`config.mk`:
```
export PLATFORM = sky130hd
export DESIGN_NAME = ring_uart_tx
export DESIGN_NICKNAME = d
export VERILOG_FILES = /design/src/rtl/ring_uart_tx.sv
export SDC_FILE = /design/constraint.sdc
export NUM_CORES = 1
export LEC_CHECK = 0
export CAP_MARGIN = 20
export CORE_UTILIZATION = 46
export DETAILED_ROUTE_END_ITERATION = 6
export GPL_ROUTABILITY_DRIVEN = 0
export PLACE_DENSITY = 0.73
export SLEW_MARGIN = 20
export SYNTH_ARGS = -nofsm -noshare
export SYNTH_HDL_FRONTEND = slang
export SYNTH_SLANG_ARGS = --single-unit
```
`constraint.sdc`:
```
create_clock -name clk -period 5.3 [get_ports clk]
set_input_delay 1.325 -clock clk [delete_from_list [all_inputs] [get_ports clk]]
set_output_delay 1.325 -clock clk [all_outputs]
set_load 0.05 [all_outputs]
```
`src/rtl/ring_uart_tx.sv`:
```
// ring_uart_tx: drains a RingBuffer one byte at a time and serializes each
// byte as an 8N1 UART frame on txd (Phaethon debug/console output path).
//
// Ports:
//   clk          system clock, rising edge
//   reset        synchronous reset, active-high
//   enable       permits new reads; a frame already in flight always completes
//   readEnable   one-cycle read request to the RingBuffer
//   dataReadAck  RingBuffer read success, valid the cycle after readEnable
//   dataRead     RingBuffer read data, valid with dataReadAck
//   txd          serial line, idle high
//   busy         high whenever the transmitter is not idle
//   frameCount   number of completed frames, wraps silently
module ring_uart_tx #(
   parameter int unsigned DATA_WIDTH   = 8,
   parameter int unsigned CLKS_PER_BIT = 16,
   parameter int unsigned COUNT_WIDTH  = 16
) (
   input  logic                   clk,
   input  logic                   reset,
   input  logic                   enable,
   output logic                   readEnable,
   input  logic                   dataReadAck,
   input  logic [DATA_WIDTH-1:0]  dataRead,
   output logic                   txd,
   output logic                   busy,
   output logic [COUNT_WIDTH-1:0] frameCount
);

   localparam int unsigned BAUD_W = (CLKS_PER_BIT > 1) ? $clog2(CLKS_PER_BIT) : 1;
   localparam int unsigned IDX_W  = (DATA_WIDTH > 1) ? $clog2(DATA_WIDTH) : 1;

   localparam logic [BAUD_W-1:0] BAUD_LAST = BAUD_W'(CLKS_PER_BIT - 1);
   localparam logic [IDX_W-1:0]  IDX_LAST  = IDX_W'(DATA_WIDTH - 1);

   typedef enum logic [2:0] {
      IDLE  = 3'd0,
      REQ   = 3'd1,
      ACK   = 3'd2,
      START = 3'd3,
      DATA  = 3'd4,
      STOP  = 3'd5
   } state_e;

   state_e                 state_q, state_d;
   logic [BAUD_W-1:0]      baud_q, baud_d;
   logic [IDX_W-1:0]       idx_q, idx_d;
   logic [DATA_WIDTH-1:0]  shift_q, shift_d;
   logic                   txd_q, txd_d;
   logic                   read_en_q, read_en_d;
   logic                   busy_q, busy_d;
   logic [COUNT_WIDTH-1:0] frame_cnt_q, frame_cnt_d;
   logic                   baud_last;

   // Next-state and registered-output computation
   always_comb begin
      state_d     = state_q;
      baud_d      = baud_q;
      idx_d       = idx_q;
      shift_d     = shift_q;
      txd_d       = txd_q;
      frame_cnt_d = frame_cnt_q;
      baud_last   = (baud_q == BAUD_LAST);

      unique case (state_q)
         IDLE: begin
            txd_d = 1'b1;
            if (enable) begin
               state_d = REQ;
            end
         end

         REQ: begin
            txd_d   = 1'b1;
            state_d = ACK;
         end

         // The byte is already popped once acked, so it is sent regardless of enable
         ACK: begin
            txd_d = 1'b1;
            if (dataReadAck) begin
               shift_d = dataRead;
               baud_d  = '0;
               txd_d   = 1'b0;
               state_d = START;
            end else begin
               state_d = IDLE;
            end
         end

         START: begin
            if (baud_last) begin
               baud_d  = '0;
               idx_d   = '0;
               txd_d   = shift_q[0];
               state_d = DATA;
            end else begin
               baud_d = baud_q + BAUD_W'(1);
            end
         end

         // LSB first: shift right and present the new bit 0 at each bit boundary
         DATA: begin
            if (baud_last) begin
               baud_d = '0;
               if (idx_q == IDX_LAST) begin
                  txd_d   = 1'b1;
                  state_d = STOP;
               end else begin
                  idx_d   = idx_q + IDX_W'(1);
                  shift_d = shift_q >> 1;
                  txd_d   = shift_d[0];
               end
            end else begin
               baud_d = baud_q + BAUD_W'(1);
            end
         end

         STOP: begin
            txd_d = 1'b1;
            if (baud_last) begin
               baud_d      = '0;
               frame_cnt_d = frame_cnt_q + COUNT_WIDTH'(1);
               state_d     = enable ? REQ : IDLE;
            end else begin
               baud_d = baud_q + BAUD_W'(1);
            end
         end

         default: begin
            txd_d   = 1'b1;
            baud_d  = '0;
            state_d = IDLE;
         end
      endcase

      // Outputs follow the state being entered so they change on the same edge
      read_en_d = (state_d == REQ);
      busy_d    = (state_d != IDLE);
   end

   // State and output registers with synchronous reset
   always_ff @(posedge clk) begin
      if (reset) begin
         state_q     <= IDLE;
         baud_q      <= '0;
         idx_q       <= '0;
         shift_q     <= '0;
         txd_q       <= 1'b1;
         read_en_q   <= 1'b0;
         busy_q      <= 1'b0;
         frame_cnt_q <= '0;
      end else begin
         state_q     <= state_d;
         baud_q      <= baud_d;
         idx_q       <= idx_d;
         shift_q     <= shift_d;
         txd_q       <= txd_d;
         read_en_q   <= read_en_d;
         busy_q      <= busy_d;
         frame_cnt_q <= frame_cnt_d;
      end
   end

   assign readEnable = read_en_q;
   assign txd        = txd_q;
   assign busy       = busy_q;
   assign frameCount = frame_cnt_q;

endmodule
```
Yosys cells after proc, flatten, opt, wreduce, memory -nomap -nowiden
Index checks and enable logic that the tools add are counted.

Add/sub/neg operators: 3. Eq/ne operators: 12. Mux-type cells: 24. Bitwise operators: 1. Reductions and logical operators: 11.

Operators with widths (number): 3-bit 2-to-1 mux (8); 8-bit 2-to-1 mux (3); 3-bit case mux with 6 select lines (1); 16-bit by 1-bit adder with 16-bit output, second input constant (1); 8-bit case mux with 2 select lines (1); 4-bit case mux with 3 select lines (1); 3-bit == test, second input constant (3); 4-bit 2-to-1 mux (2); 2-bit inequality test, second input constant (4); 4-bit AND reduction (2); 3-bit by 1-bit == test with 1-bit output, second input constant (2); 3-bit by 2-bit == test with 1-bit output, second input constant (2); 3-bit case mux with 2 select lines (1); 2-bit AND reduction (3); 1-bit 2-to-1 mux (5); 4-bit by 1-bit adder with 4-bit output, second input constant (1); 4-bit == test, second input constant (1); 2-bit nonzero test (2); 3-bit by 1-bit adder with 3-bit output, second input constant (1); 3-bit zero test (1); 1-bit case mux with 3 select lines (1); 3-bit nonzero test (1); 3-bit OR reduction (1); 2-bit 2-to-1 mux (1); other kinds (2) (2).

Register bits after elaboration: 37. Input port bits: 12. Output and inout bits: 19. Logic and storage cells: 59.

Logic depth before layout (Yosys ltp)
Depth after elaboration: 5. Mapped depth: 7. Gate-level depth less buffers: 6.

Least setup slack after synthesis
No wires, ideal clock.

Path type: input-to-reg. Start point: in dataReadAck. End point: reg shift_q[4]. Setup time: 0.091 ns. Data arrival time: 2.264 ns. Setup slack: 2.945 ns. Stages: 5. Path through: nor4bb_1 o21bai_2 buf_2 nor2_1 a311oi_1.

Cells in the longest elaborated chain, start to end: 2.

RTL lines: start: declaration (line 23) `input logic dataReadAck,`; 2-bit inequality test (no source line); 4-bit AND reduction (no source line); end signal: assignment (line 157) `shift_q <= shift_d;`; end: declaration (line 48) `logic [DATA_WIDTH-1:0] shift_q, shift_d;`.

No other way between the ends. A chain may end at the register's enable or synchronous reset.

Final worst setup path
Start point: reg frame_cnt_q[10], in the netlist frameCount[10]. End point: out frameCount[10].

RTL lines: start: declaration (line 52) `logic [COUNT_WIDTH-1:0] frame_cnt_q, frame_cnt_d;`; start signal: assignment (line 161) `frame_cnt_q <= frame_cnt_d;`; end: declaration (line 27) `output logic [COUNT_WIDTH-1:0] frameCount`.

No word-level cell between the ends.

==> flow_metrics.py <==
metrics = {
    "run_status": {
        "status": "finished, final reports clean",
    },
    "synthesis": {
        "ys_async_sr_fraction_pct": 0,
        "synth_edf_count": 0,
        "yosysSeqAreaShare_pct": 41.23,
        "syn-cell-area_sq_um": 1797,
        "ys_types": 45,
        "synth.net_count": 228,
        "yosys-top-cells-area": "dfxtp_1 (41%), nor2_1 (5.2%), a21oi_1 (4.5%)",
        "synth_cells": 212,
        "syn_avg_cell_area_sq_um": 8.475,
        "ys_ff_latch": 37,
        "synth_top_area_share_pct": 41.23,
        "synth_common_cells": "dfxtp_1 (37), nor2_1 (25), nand2_1 (21), a21oi_1 (16)",
        "synth_most_common_cell": "dfxtp_1",
        "synth_area_leader_cell": "dfxtp_1",
        "synth_ff_type": "dfxtp_1",
        "yosysWarnings": 0,
    },
    "setup_path": {
        "slowest_stage": "clkdlybuf4s50_1",
        "startpoint_type": "flip-flop",
        "path_delay_family": "buffers and inverters",
        "r2r_end": "shift_q[2]",
        "cpPeakStageDelay_ns": 0.84,
        "r2r_cells": 6,
        "cp_num_buf_inv": 1,
        "cp_cell_sequence": "clkdlybuf4s50_1",
        "crit_path_end_kind": "output port",
        "required_ns": 3.97,
        "critPathKind": "flip-flop to output port",
        "cp.arrival_ns": 1.56,
        "crit_cells": 1,
        "critPathMaxFanout": 7,
        "r2r_start": "idx_q[0]",
        "r2r_slack_ns": 3.10,
    },
    "global_route": {
        "grt_pass1_vias": 1407,
        "grt_pass1_wl_um": 6072,
        "grt_use_total_pct": 18.86,
        "antenna_found_initial": 0,
        "grt_max_degree": 38,
        "gr-total-overflow": 0,
    },
    "min_path": {
        "min_path_type": "flip-flop to flip-flop",
        "whs_path_depth": 2,
        "min_to": "shift_q[6]",
        "hp-start": "shift_q[7]",
    },
    "floorplanning": {
        "ios": 31,
        "rows": 22,
        "dieArea_sq_um": 4160,
        "die_y_um": 64.50,
        "coreArea_sq_um": 3716,
        "initial_core_util_pct": 48.35,
        "die_w_um": 64.50,
    },
    "drt": {
        "drc": 0,
        "postRouteAntennaNets": 0,
        "routed_wl_um": 3591,
        "routedWlPerCell_um": 12.64,
        "viasPerCell": 5.482,
        "dr_total_vias": 1557,
        "dr.pass1.iters": 4,
        "first_iter_violations": 83,
    },
    "run": {
        "cap_violations": 0,
    },
    "clock_network": {
        "clkLatencyLatePin_ns": 0.29,
        "cts_made_buffers": 5,
        "cts_sinks": 37,
        "holdBufCountCts": 0,
        "htreeDepth": 2,
        "postCtsResizedCells": 0,
        "clockBufferDepth": 2,
        "cts_setup_buffers": 0,
        "cts_tree": "yes",
        "clk_pin_slew_ns": 0.07,
        "cts-root-buf": "clkbuf_8",
    },
    "place": {
        "dp_hpwl_um": 2436,
        "dpl-instance-area_sq_um": 2106,
        "port_buffers": 30,
    },
    "sta": {
        "fmax_ghz": 0.3467,
        "maxSlewViolCount": 0,
        "min_period_over_period_pct": 54.43,
        "final-hold-violation-count": 0,
        "setup-tns-final_ns": 0,
        "grt_setup_unrepaired": "false",
        "finalSetupViolations": 0,
        "fin_crit_ns": 2.885,
        "worst_clock_skew_ns": 0.006312,
        "slew_headroom_pct": 32.14,
        "worst_slew_pin_slew_ns": 1.016,
    },
    "layout": {
        "areaGrowthSynthToFinish_pct": 22.98,
        "multi_input_area_sq_um": 978.4,
        "drive_gt1_share_pct": 5.508,
        "ff_latch_area_sq_um": 740.7,
        "fin_nets": 252,
        "diodes": 0,
        "design_area_sq_um": 2210,
        "fillers": 337,
    },
    "pwr": {
        "powerDensity_nw_per_um2": 258.6,
        "leakagePower_nw": 0.7364,
        "ir_worst_vdd_v": 0.0002940,
    },
}
worst min-delay path, delay by kind of cell (launching register included):
family,cells,cell delay [ns]
AO/OA/AOI/OAI,1,0.07
AND/OR/NAND/NOR,1,0.05
flip-flops,1,0.31
registers in the layout, summed over array words and instances, names as in the netlist:
name and count:
baud_q 4, readEnable 1, state_q 3, shift_q 8, idx_q 3, txd 1, busy 1, frameCount 16
final cells by class:
class,instances,area share [%]
Sequential cell,37,33.52
Timing Repair Buffer,31,13.93
Tap cell,48,2.718
Clock buffer,5,3.114
Multi-Input combinational cell,156,44.28
Inverter,5,0.8494
Clock inverter,2,1.586
routing by layer:
metal	vias up	track usage, %	wire (um)
li1	812	-	-
met1	713	22.00	1732
met2	27	32.11	1682
met3	5	5.106	129
met4	0	8.333	46
met5	-	0	0
cell families (layout without fill, tap and decap cells):
kind of cell / after synthesis / count (layout) / synth area share, %
and+or+nand+nor: 93 / 93 / 27.86
AOI/OAI and AO/OA: 45 / 45 / 16.44
DFF: 37 / 37 / 41.23
muxes: 7 / 7 / 3.969
adders and majority gates: 4 / 4 / 2.786
buffers and inverters: 19 / 43 / 4.317
xor gates and xnor gates: 7 / 7 / 3.412
metrics by stage:
step                      hold slack (ns)  setup slack [ns]  util, %  total power (W)  cells
final                              0.4789             2.415    59.46        0.0005714    284
after global routing               0.5078             2.249    59.46        0.0005965    284
after CTS                          0.4870             2.416    59.46        0.0005772    284
after detailed placement           0.4784             2.241    56.67        0.0003467    277
after global placement             0.4689             2.375    56.67        0.0003455    277
after floorplan                    0.4548             2.945        -        0.0003299    212
where the power goes:
part / internal, W / total (W) / switching, W
Combinational: 0.0000220 / 0.0000451 / 0.0000231
Clock: 0.000137 / 0.000232 / 0.0000949
Sequential: 0.000285 / 0.000295 / 0.00000947
worst max path at each step:
stage | slack (ns) | end | from
3_3_place_gp | 2.38 | shift_q[7] | dataReadAck
2_1_floorplan | 2.94 | shift_q[4] | dataReadAck
5_1_grt | 2.25 | shift_q[2] | dataReadAck
6_report | 2.42 | frameCount[10] | frameCount[10]
4_1_cts | 2.42 | frameCount[10] | frameCount[10]
3_5_place_dp | 2.24 | shift_q[2] | dataReadAck
placed cells by master (no fill, tap or decap), drive strengths merged, types with 5 or more instances in the layout:
cell            n
a21oi          16
clkdlybuf4s50  30
o21ai           8
nand3           8
xnor2           5
clkbuf          5
mux2i           6
a311oi          7
or3             8
nor2           25
dfxtp          37
inv             5
nand2          21
Note: power is estimated with default switching activity, not from simulation.
